[config.mk]
export PLATFORM = sky130hd
export DESIGN_NAME = eval_queue
export DESIGN_NICKNAME = d
export VERILOG_FILES = /design/src/rtl/poly_pkg.sv /design/src/rtl/sync_fifo_fwft.sv /design/src/rtl/eval_queue.sv
export SDC_FILE = /design/constraint.sdc
export NUM_CORES = 1
export LEC_CHECK = 0
export ABC_AREA = 1
export CORE_UTILIZATION = 28
export CTS_CLUSTER_SIZE = 30
export DETAILED_ROUTE_END_ITERATION = 6
export HOLD_SLACK_MARGIN = 0.1
export PLACE_DENSITY_LB_ADDON = 0.25
export REMOVE_ABC_BUFFERS = 1
export SETUP_SLACK_MARGIN = 0.2
export SLEW_MARGIN = 20
export SYNTH_ARGS = -nofsm -noshare
export SYNTH_HDL_FRONTEND = slang
export SYNTH_HIERARCHICAL = 1
export SYNTH_SLANG_ARGS = --single-unit
[constraint.sdc]
create_clock -name clk -period 14.8 [get_ports clk]
set_clock_uncertainty 0.05 [all_clocks]
set_input_delay 4.44 -clock clk [delete_from_list [all_inputs] [get_ports clk]]
set_output_delay 4.44 -clock clk [all_outputs]
set_load 0.02 [all_outputs]
[src/rtl/poly_pkg.sv]
// Shared constants, queue entry layout and order helpers for the polynomial evaluator.
package poly_pkg;

  localparam int WID_D   = 32;
  localparam int ORD_NUM = 30;
  localparam int CNT_W   = 5;

  typedef struct packed {
    logic [WID_D-1:0] a_left;
    logic [WID_D-1:0] a_right;
    logic [CNT_W-1:0] order_cnt;
  } que_entry_t;

  // True when the order count is the last polynomial order.
  function automatic logic is_final(input logic [CNT_W-1:0] order_cnt);
    return order_cnt == CNT_W'(ORD_NUM - 1);
  endfunction

endpackage

[src/rtl/sync_fifo_fwft.sv]
// Synchronous first-word-fall-through FIFO with separate level counter and
// sticky overflow flag. A push while full is accepted only if a pop happens
// in the same cycle.
module sync_fifo_fwft #(
  parameter int EW    = 8,
  parameter int DEPTH = 8,
  parameter int AW    = 3
) (
  input  logic          clk,
  input  logic          rst,
  input  logic          push,
  input  logic [EW-1:0] wdata,
  input  logic          rdy,
  output logic [EW-1:0] head,
  output logic          vld,
  output logic [AW:0]   level,
  output logic          full,
  output logic          ovf
);

  logic [EW-1:0] mem_q [DEPTH];
  logic [AW-1:0] wptr_q, wptr_d;
  logic [AW-1:0] rptr_q, rptr_d;
  logic [AW:0]   level_q, level_d;
  logic          ovf_q, ovf_d;
  logic          pop, push_ok;

  assign vld   = (level_q != '0);
  assign full  = (level_q == (AW+1)'(DEPTH));
  assign level = level_q;
  assign ovf   = ovf_q;
  assign head  = mem_q[rptr_q];

  // Pop/push acceptance and next-state pointers, level and overflow flag.
  always_comb begin
    pop     = vld && rdy;
    push_ok = push && (!full || pop);
    wptr_d  = wptr_q + AW'(push_ok);
    rptr_d  = rptr_q + AW'(pop);
    level_d = level_q + (AW+1)'(push_ok) - (AW+1)'(pop);
    ovf_d   = ovf_q | (push && !push_ok);
  end

  // Control state register; reset discards any push/pop in the same cycle.
  always_ff @(posedge clk) begin
    if (rst) begin
      wptr_q  <= '0;
      rptr_q  <= '0;
      level_q <= '0;
      ovf_q   <= 1'b0;
    end else begin
      wptr_q  <= wptr_d;
      rptr_q  <= rptr_d;
      level_q <= level_d;
      ovf_q   <= ovf_d;
    end
  end

  // Storage array, no reset; written only on an accepted push.
  always_ff @(posedge clk) begin
    if (!rst && push_ok) mem_q[wptr_q] <= wdata;
  end

endmodule

[src/rtl/eval_queue.sv]
// Recirculation queue between ALU and operand arbiter: non-final results are
// requeued with order+1, final-order results leave on the registered result port.
module eval_queue
  import poly_pkg::*;
#(
  parameter int DEPTH = 8,
  parameter int AW    = 3
) (
  input  logic             clk,
  input  logic             rst,
  input  logic [WID_D-1:0] alu_a_left,
  input  logic [WID_D-1:0] alu_a_right,
  input  logic [CNT_W-1:0] alu_order_cnt,
  input  logic             alu_dt_vld,
  output logic [WID_D-1:0] que_a_left,
  output logic [WID_D-1:0] que_a_right,
  output logic [CNT_W-1:0] que_order_cnt,
  output logic             que_dt_vld,
  input  logic             mux2que_rdy,
  output logic [WID_D-1:0] res_a_left,
  output logic [WID_D-1:0] res_a_right,
  output logic             res_vld,
  output logic [AW:0]      que_level,
  output logic             que_full,
  output logic             ovf_err,
  output logic             ord_err
);

  que_entry_t       push_entry, head_entry;
  logic             push_cand, is_fin, is_bad;
  logic [WID_D-1:0] res_left_q, res_left_d;
  logic [WID_D-1:0] res_right_q, res_right_d;
  logic             res_vld_q, res_vld_d;
  logic             ord_err_q, ord_err_d;

  // Classify the incoming ALU result and build the requeued entry.
  always_comb begin
    is_fin    = alu_dt_vld && is_final(alu_order_cnt);
    push_cand = alu_dt_vld && (alu_order_cnt < CNT_W'(ORD_NUM - 1));
    is_bad    = alu_dt_vld && (alu_order_cnt > CNT_W'(ORD_NUM - 1));
    push_entry.a_left    = alu_a_left;
    push_entry.a_right   = alu_a_right;
    push_entry.order_cnt = alu_order_cnt + CNT_W'(1);
  end

  sync_fifo_fwft #(
    .EW   ($bits(que_entry_t)),
    .DEPTH(DEPTH),
    .AW   (AW)
  ) u_fifo (
    .clk  (clk),
    .rst  (rst),
    .push (push_cand),
    .wdata(push_entry),
    .rdy  (mux2que_rdy),
    .head (head_entry),
    .vld  (que_dt_vld),
    .level(que_level),
    .full (que_full),
    .ovf  (ovf_err)
  );

  assign que_a_left    = head_entry.a_left;
  assign que_a_right   = head_entry.a_right;
  assign que_order_cnt = head_entry.order_cnt;

  // Result register loads on final order; error flag is sticky.
  always_comb begin
    res_vld_d   = is_fin;
    res_left_d  = is_fin ? alu_a_left  : res_left_q;
    res_right_d = is_fin ? alu_a_right : res_right_q;
    ord_err_d   = ord_err_q | is_bad;
  end

  // Result and error state register.
  always_ff @(posedge clk) begin
    if (rst) begin
      res_vld_q   <= 1'b0;
      res_left_q  <= '0;
      res_right_q <= '0;
      ord_err_q   <= 1'b0;
    end else begin
      res_vld_q   <= res_vld_d;
      res_left_q  <= res_left_d;
      res_right_q <= res_right_d;
      ord_err_q   <= ord_err_d;
    end
  end

  assign res_vld     = res_vld_q;
  assign res_a_left  = res_left_q;
  assign res_a_right = res_right_q;
  assign ord_err     = ord_err_q;

endmodule

==> run summary, run 1 <==
outcome: complete, no violations
Async S/R FF share, synth: 0
CTS Hold Buffers Added: 0
internal cell power: 0.00359 W
Reg2Reg Setup Slack: 10820 ps
mapped cell area: 25600 sq um
final number of hold-violating endpoints: 0
Final Wtd Congestion: 0.726
crit-path max FO: 92
worst min path class: register to register
nets@finish: 2629
Clock Pin Slew Worst Setup and Hold Paths: 60 ps
Primary FF master, synth: edfxtp_1
layout cells sized above 1: 0.0591
# H-tree levels: 3
Max-slew headroom: 0.284
vias per inst: 4.48
Leakage: 11.5 nW
cell type with the largest total area after synthesis: edfxtp_1
Switch Pwr: 0.00168 W
Antenna Cells: 0
clock latency on the worst-skew pair: 600 ps
CP arrival: 4750 ps
sequential share of the synthesized area: 0.708
Comb pwr share: 0.258
largest net degree at the start of global routing: 107
share of the synthesized area in the top cell type: 0.648
1st-iter DRT viols: 988
Final Setup Violations: 0
register area: 18100 sq um
Synthesis Warnings: 6
Clock power frac: 0.351
sequential share of power: 0.391
f_max: 108 MHz
top cells by area, synth: edfxtp_1 65%, nor2_1 8.3%, nand2_1 7.2%
clk sink count: 629
Slew Limit Fails: 0
deepest clock path buffer count: 3
number of remaining DRC errors: 0
design area: 31300 sq um
Slew @ Worst Pin: 1070 ps
Sw Ratio: 0.318
vias in the first global route: 16800
Worst EP required: 10310 ps
most frequent cell after synthesis: nor2_1
P&R area growth vs syn: 22.3%
Overall Global Routing Usage: 0.147
row count: 110
Setup CP Type: register to output port
final total power: 0.00527 W
Mapped Cells: 2359
core footprint: 90300 sq um
Cell variety after synth: 27
multi-input logic area: 6250 sq um
#FFs+latches synth: 629
wire per inst: 18.2 um
DP HPWL: 37.0 mm
Filler cells: 8851
TritonCTS buffer count: 75
period utilization: 0.624
Power Density: 168 nW/um^2
Syn Area/Cell: 10.9 sq um
number of I/O pins: 215
WL final: 68.8 mm
MaxCap Viol Count: 0
Port Buffer Count: 214
Die W: 304 um
final antenna-violating net count: 0
commonest cells in the netlist: 566 x nor2_1, 552 x edfxtp_1, 489 x nand2_1
RSZ-0062 raised after global routing: no
gr ovfl total: 0
clk root buf: clkbuf_16
Tmin final: 9240 ps
post_cts resized: 0
first drt pass iteration count: 7
# Post-CTS Setup Buffers: 0
Placed Area: 28800 sq um
Initial Utilization: 0.283
CP endpoint kind: output port
via count: 16900
die area: 92600 sq um
Die Y-Extent: 304 um
first-pass GRT wire length: 104 mm
VDD IR-drop max: 92.7 uV
CP Launch Type: register
CTS tree: built
initial antenna violation count: 3
Post-synth EDFFs: 552
[final timing paths]
kind / from / to / cells after the start
min reg2reg: ord_err / ord_err / 2
max reg2reg: u_fifo/level[2] / u_fifo/mem_q[2][37] / 8
min: ord_err / ord_err / 2
max: u_fifo/rptr_q[0] / que_a_right[10] / 9
[final cells by class]
| cell class | instances | share of cell area |
|---|---|---|
| sequential | 629 | 0.579 |
| multi-input combinational | 1437 | 0.200 |
| timing repair buffer | 239 | 0.0745 |
| clock buffer | 97 | 0.0646 |
| tap | 1176 | 0.0470 |
| inverter | 162 | 0.0198 |
| clock inverter | 41 | 0.0151 |
[worst max-delay path, stage by stage, from the launching register on]
cell             delay [ps]
dfxtp_4                1010
buf_4                   840
buf_4                   870
nor2_1                  110
nor2_1                  110
o21ai_0                 110
nand2_1                 110
nand2_1                  60
nand2_1                 150
clkdlybuf4s50_1         610
[sequential cells by signal, indices dropped and copies added, names as in the netlist, 3 cells and up]
signal / count
res_a_left: 32
res_a_right: 32
u_fifo/level: 4
u_fifo/mem_q: 552
u_fifo/rptr_q: 3
u_fifo/wptr_q: 3
[per-layer routing]
layer | track usage | vias to the layer above | routed length (um)
met3 | 0.0281 | 103 | 3190
met4 | 0.0437 | 2 | 1460
met2 | 0.240 | 343 | 31700
li1 | - | 8252 | -
met1 | 0.199 | 8244 | 32400
met5 | 0 | - | 10
[through the flow]
step	setup slack (ps)	utilization	TNS [ps]	cells	hold WS, ps
finish	5560	0.347	0	3781	401
global route	5130	0.347	0	3781	425
CTS	5460	0.347	0	3781	409
detailed placement	6070	0.319	0	3643	396
global placement	6140	0.319	0	3643	394
floorplan	-113	-	-4430	2228	470
[layout by cell type (no fill, tap or decap), types with 13 or more instances in the layout]
| cell type | instances |
|---|---|
| buf_4 | 24 |
| clkbuf_1 | 19 |
| clkbuf_16 | 78 |
| clkdlybuf4s50_1 | 214 |
| clkinv_2 | 13 |
| dfxtp_1 | 74 |
| edfxtp_1 | 552 |
| inv_1 | 157 |
| nand2_1 | 489 |
| nand3_1 | 78 |
| nor2_1 | 558 |
| o211ai_1 | 69 |
| o21ai_0 | 193 |
| o21ai_1 | 14 |
[logic make-up (layout without fill, tap and decap cells)]
logic type               Yosys count  after routing  synth area share
buffers and inverters            293            539            0.0503
adder cells (fa/ha/maj)           12             12           0.00616
AO/OA/AOI/OAI                    280            280            0.0616
AND/OR/NAND/NOR                 1139           1139             0.172
XOR/XNOR                           6              6           0.00205
flip-flops                       629            629             0.708
[power groups by stage]
stage / Sequential, W / Clock (W) / Combinational [W]
5_1_grt: 0.00207 / 0.00197 / 0.00152
3_5_place_dp: 0.00210 / 0 / 0.00138
4_1_cts: 0.00206 / 0.00191 / 0.00139
3_3_place_gp: 0.00209 / 0 / 0.00137
2_1_floorplan: 0.00217 / 0 / 0.000788
6_report: 0.00206 / 0.00185 / 0.00136
Power figures use the tool's default switching activity.
==> run 2, diff against run 1 <==
Clock period 14.8 ns to 8.4 ns, I/O delays scaled along.
==> run 2 against run 1 <==
Via count about the same. Power increased by 73%. Sequential power increased by 75%. Wire length about the same. Die area unchanged. Final area decreased by 0.34%. Clock power increased by 67%. Critical path depth decreased by 2. Critical endpoint is now que_a_left[30]. Global-route usage increased by 0.082 points. First-iteration DRC count decreased by 6.0%. Largest cell class unchanged.
==> run summary, run 2 (synthesis gave the netlist of run 1 again) <==
DP Cell Count: 3647
# H-tree levels: 3
outcome: complete, no violations
CTS tree: built
crit-path max FO: 116
CP arrival: 3710 ps
Worst EP required: 5830 ps
Port Buffer Count: 214
worst-path cell chain: inv_6 -> buf_4 -> o21ai_0 -> nand2_1 -> nand2_1 -> nand2_1 -> clkdlybuf4s50_1
Clock Pin Slew Worst Setup and Hold Paths: 60 ps
design area: 31200 sq um
nets@finish: 2631
MaxCap Viol Count: 0
# Post-CTS Setup Buffers: 0
VDD IR-drop max: 263 uV
Hold Slack: 406 ps
sequential share of power: 0.395
Comb pwr share: 0.266
clock latency on the worst-skew pair: 640 ps
worst path bufs/invs: 3
core footprint: 90300 sq um
Tmin final: 6280 ps
Die Y-Extent: 304 um
Switch Pwr: 0.00297 W
gr ovfl total: 0
number of remaining DRC errors: 0
Max-slew headroom: 0.267
DP HPWL: 36.8 mm
Clock power frac: 0.339
f_max: 159 MHz
die area: 92600 sq um
Finished Layout Cells: 3781
vias in the first global route: 16900
worst min path class: register to register
number of I/O pins: 215
layout cells sized above 1: 0.0595
1st-iter DRT viols: 929
Power Density: 292 nW/um^2
most frequent cells in the layout: 558 x nor2_1, 552 x edfxtp_1, 489 x nand2_1
clk root buf: clkbuf_16
CP top delay family: buffers and inverters
CTS Hold Buffers Added: 0
initial antenna violation count: 2
first drt pass iteration count: 5
Slowest cell on crit path: inv_6
Largest Register: u_fifo/mem_q
internal cell power: 0.00615 W
first-pass GRT wire length: 104 mm
vias per inst: 4.48
P&R area growth vs syn: 21.9%
via count: 16900
row count: 110
CP Launch Type: register
Slew Limit Fails: 0
Final Wtd Congestion: 0.698
period utilization: 0.748
Die W: 304 um
crit-path most repeated cell: nand2_1
WL final: 68.9 mm
largest net degree at the start of global routing: 215
wire per inst: 18.2 um
final antenna-violating net count: 0
Placed Area: 28800 sq um
Initial Utilization: 0.283
setup TNS: 0 ps
RSZ-0062 raised after global routing: no
Final Setup Violations: 0
Overall Global Routing Usage: 0.148
post_cts resized: 0
final number of hold-violating endpoints: 0
deepest clock path buffer count: 3
CP endpoint kind: output port
clk sink count: 629
Slew @ Worst Pin: 1100 ps
number of flip-flops in the largest register: 552
Setup CP Type: register to output port
final total power: 0.00912 W
Leakage: 11.4 nW
commonest non-fill, non-tap cell in the layout: nor2_1
CP max stage delay: 760 ps
Sw Ratio: 0.326
TritonCTS buffer count: 73
-- run 2: changes by cell type in the layout (fill, tap and decap cells not counted), moves of 2 or more --
cell	before	now
bufinv_16	9	3
clkinv_2	13	10
clkinv_4	3	0
clkinv_1	10	7
buf_4	24	28
clkbuf_8	0	9
clkbuf_16	78	73
inv_16	1	3
-- run 2: worst min-delay path: stages, from the launching register on --
cell	delay, ps
dfxtp_1	310
inv_1	50
a21oi_1	50
-- run 2: metrics by stage --
stage | utilization | setup slack (ps)
2_1_floorplan | - | -4590
3_3_place_gp | 0.320 | 2420
3_5_place_dp | 0.320 | 2370
4_1_cts | 0.346 | 2000
5_1_grt | 0.346 | 1770
6_report | 0.346 | 2120
-- run 2: worst paths after layout --
path	start	to	slack, ps	cells past startpoint
setup / recovery	u_fifo/rptr_q[0]	que_a_left[30]	2120	7
hold reg to reg	ord_err	ord_err	410	2
setup reg to reg	u_fifo/level[2]	u_fifo/mem_q[3][13]	5240	8
hold / removal	ord_err	ord_err	410	2
-- run 2: final cells by class --
cell class,count,area [sq um]
clock inverter,31,323
multi-input combinational,1437,6250
inverter,162,622
fill,8873,59100
timing repair buffer,243,2370
antenna,1,2.50
tap,1176,1470
sequential,629,18100
clock buffer,102,2030
-- run 2: routing by layer --
metal	vias up	global-route usage	wire length, um
met3	81	0.0269	2860
li1	8239	-	-
met2	319	0.254	33500
met5	-	0	13
met1	8288	0.192	31200
met4	2	0.0392	1190
-- run 2: power groups by stage --
stage,Combinational (W),Clock [W],Sequential (W)
after floorplan,0.00139,0,0.00382
after global placement,0.00244,0,0.00367
after CTS,0.00249,0.00319,0.00361
after detailed placement,0.00248,0,0.00367
final,0.00243,0.00309,0.00360
after global routing,0.00272,0.00331,0.00362
==> run 3, diff against run 2 <==
Clock period 8.4 ns to 6 ns, I/O delays scaled along.
==> run 3 against run 2 <==
Count of clock-buffer cells in the layout fell by 4. Utilization increased by 0.11 points. Flip-flop and latch count did not move. Sequential power up 39%. Sequential share of layout area down 0.19 points. Critical endpoint is now que_a_left[19]. Largest cell class unchanged. Largest power group unchanged.
==> run summary, run 3 (synthesis gave the netlist of run 1 again) <==
outcome: complete, no violations
multi-input logic area: 6250 sq um
clk root buf: clkbuf_16
Setup CP Type: register to output port
most frequent cells in the layout: 558 x nor2_1, 552 x edfxtp_1, 489 x nand2_1
Hold Slack: 406 ps
CP Launch Type: register
Worst EP required: 4150 ps
Largest Register: u_fifo/mem_q
f_max: 186 MHz
Initial Utilization: 0.283
Die W: 304 um
layout cells sized above 1: 0.0579
worst min path class: register to register
Slew @ Worst Pin: 1050 ps
via count: 17000
vias in the first global route: 17100
Max-slew headroom: 0.298
final total power: 0.0129 W
CP max stage delay: 660 ps
deepest clock path buffer count: 3
Slowest cell on crit path: dfxtp_4
Clock Pin Slew Worst Setup and Hold Paths: 50 ps
WL final: 67.9 mm
number of flip-flops in the largest register: 552
largest net degree at the start of global routing: 204
DP HPWL: 38.4 mm
die area: 92600 sq um
crit-path most repeated cell: nand2_1
Power Density: 412 nW/um^2
Filler cells: 8876
CTS tree: built
nets@finish: 2633
wire per inst: 17.9 um
# H-tree levels: 3
number of I/O pins: 215
Port Buffer Count: 214
MaxCap Viol Count: 0
first-pass GRT wire length: 104 mm
initial antenna violation count: 2
# Post-CTS Setup Buffers: 0
Overall Global Routing Usage: 0.146
CP arrival: 3530 ps
Leakage: 11.4 nW
VDD IR-drop max: 424 uV
final number of hold-violating endpoints: 0
post_cts resized: 0
gr ovfl total: 0
CTS Hold Buffers Added: 0
row count: 110
RSZ-0062 raised after global routing: no
final antenna-violating net count: 0
first drt pass iteration count: 5
core footprint: 90300 sq um
Die Y-Extent: 304 um
vias per inst: 4.50
Tmin final: 5380 ps
worst-path cell chain: buf_12 -> nor2_1 -> nor2_1 -> o21ai_0 -> nand2_1 -> nand2_1 -> nand2_1 -> clkdlybuf4s50_1
commonest non-fill, non-tap cell in the layout: nor2_1
number of remaining DRC errors: 0
P&R area growth vs syn: 22.3%
register area: 18100 sq um
Final Setup Violations: 0
clock latency on the worst-skew pair: 610 ps
clk sink count: 629
1st-iter DRT viols: 1195
TritonCTS buffer count: 73
period utilization: 0.896
CP endpoint kind: output port
Final Wtd Congestion: 0.740
crit-path max FO: 203
Slew Limit Fails: 0
## run 3: cell types whose count changed in the layout (fill, tap and decap cells not counted), sizes merged
cell	before	now
bufinv	3	5
clkinvlp	5	4
inv	166	164
clkinv	19	26
buf	29	31
clkbuf	102	98
## run 3: worst paths after layout
check / startpoint / end / slack, ps / depth (start not counted)
worst max-delay path: u_fifo/rptr_q[0] / que_a_left[19] / 620 / 8
worst min-delay path: u_fifo/ovf / u_fifo/ovf / 410 / 2
worst max register to register: u_fifo/level[2] / u_fifo/mem_q[6][24] / 3410 / 9
worst min register to register: u_fifo/ovf / u_fifo/ovf / 410 / 2
## run 3: through the flow
stage | setup WS, ps | std cells | setup TNS, ps | util | instance area (sq um)
floorplan | -6270 | 2228 | -572420 | - | 24900
global placement | 1220 | 3649 | 0 | 0.321 | 29000
detailed placement | 1140 | 3649 | 0 | 0.321 | 29000
CTS | 582 | 3784 | 0 | 0.347 | 31300
global route | 435 | 3785 | 0 | 0.347 | 31300
finish | 622 | 3785 | 0 | 0.347 | 31300
## run 3: area by class of cell
type,count,area share
inverters,162,0.0198
clock inverters,37,0.0114
diodes,1,0.0000799
repair buffers,245,0.0791
clock buffers,98,0.0637
multi-input cells,1437,0.200
well taps,1176,0.0470
flip-flops and latches,629,0.579
## run 3: worst max-delay path: cells and delay by family (launching register included)
family                 cells  cell delay (ps)
AOI/OAI and AO/OA          1              130
DFF                        1              660
buffers and inverters      2             1290
and+or+nand+nor            5              630
## run 3: power breakdown
| part | total (W) | switching (W) | internal (W) | leakage [nW] |
|---|---|---|---|---|
| Clock | 0.00435 | 0.00178 | 0.00257 | 1.13 |
| Combinational | 0.00353 | 0.00233 | 0.00120 | 4.71 |
| Sequential | 0.00501 | 0.000106 | 0.00491 | 5.61 |
## run 3: routing by layer
| layer | track usage | part of all wire | up-vias |
|---|---|---|---|
| met4 | 0.0399 | 0.019 | 2 |
| met1 | 0.193 | 0.46 | 8325 |
| met2 | 0.242 | 0.47 | 376 |
| met5 | 0 | 0.00019 | - |
| met3 | 0.0320 | 0.054 | 90 |
| li1 | - | - | 8255 |
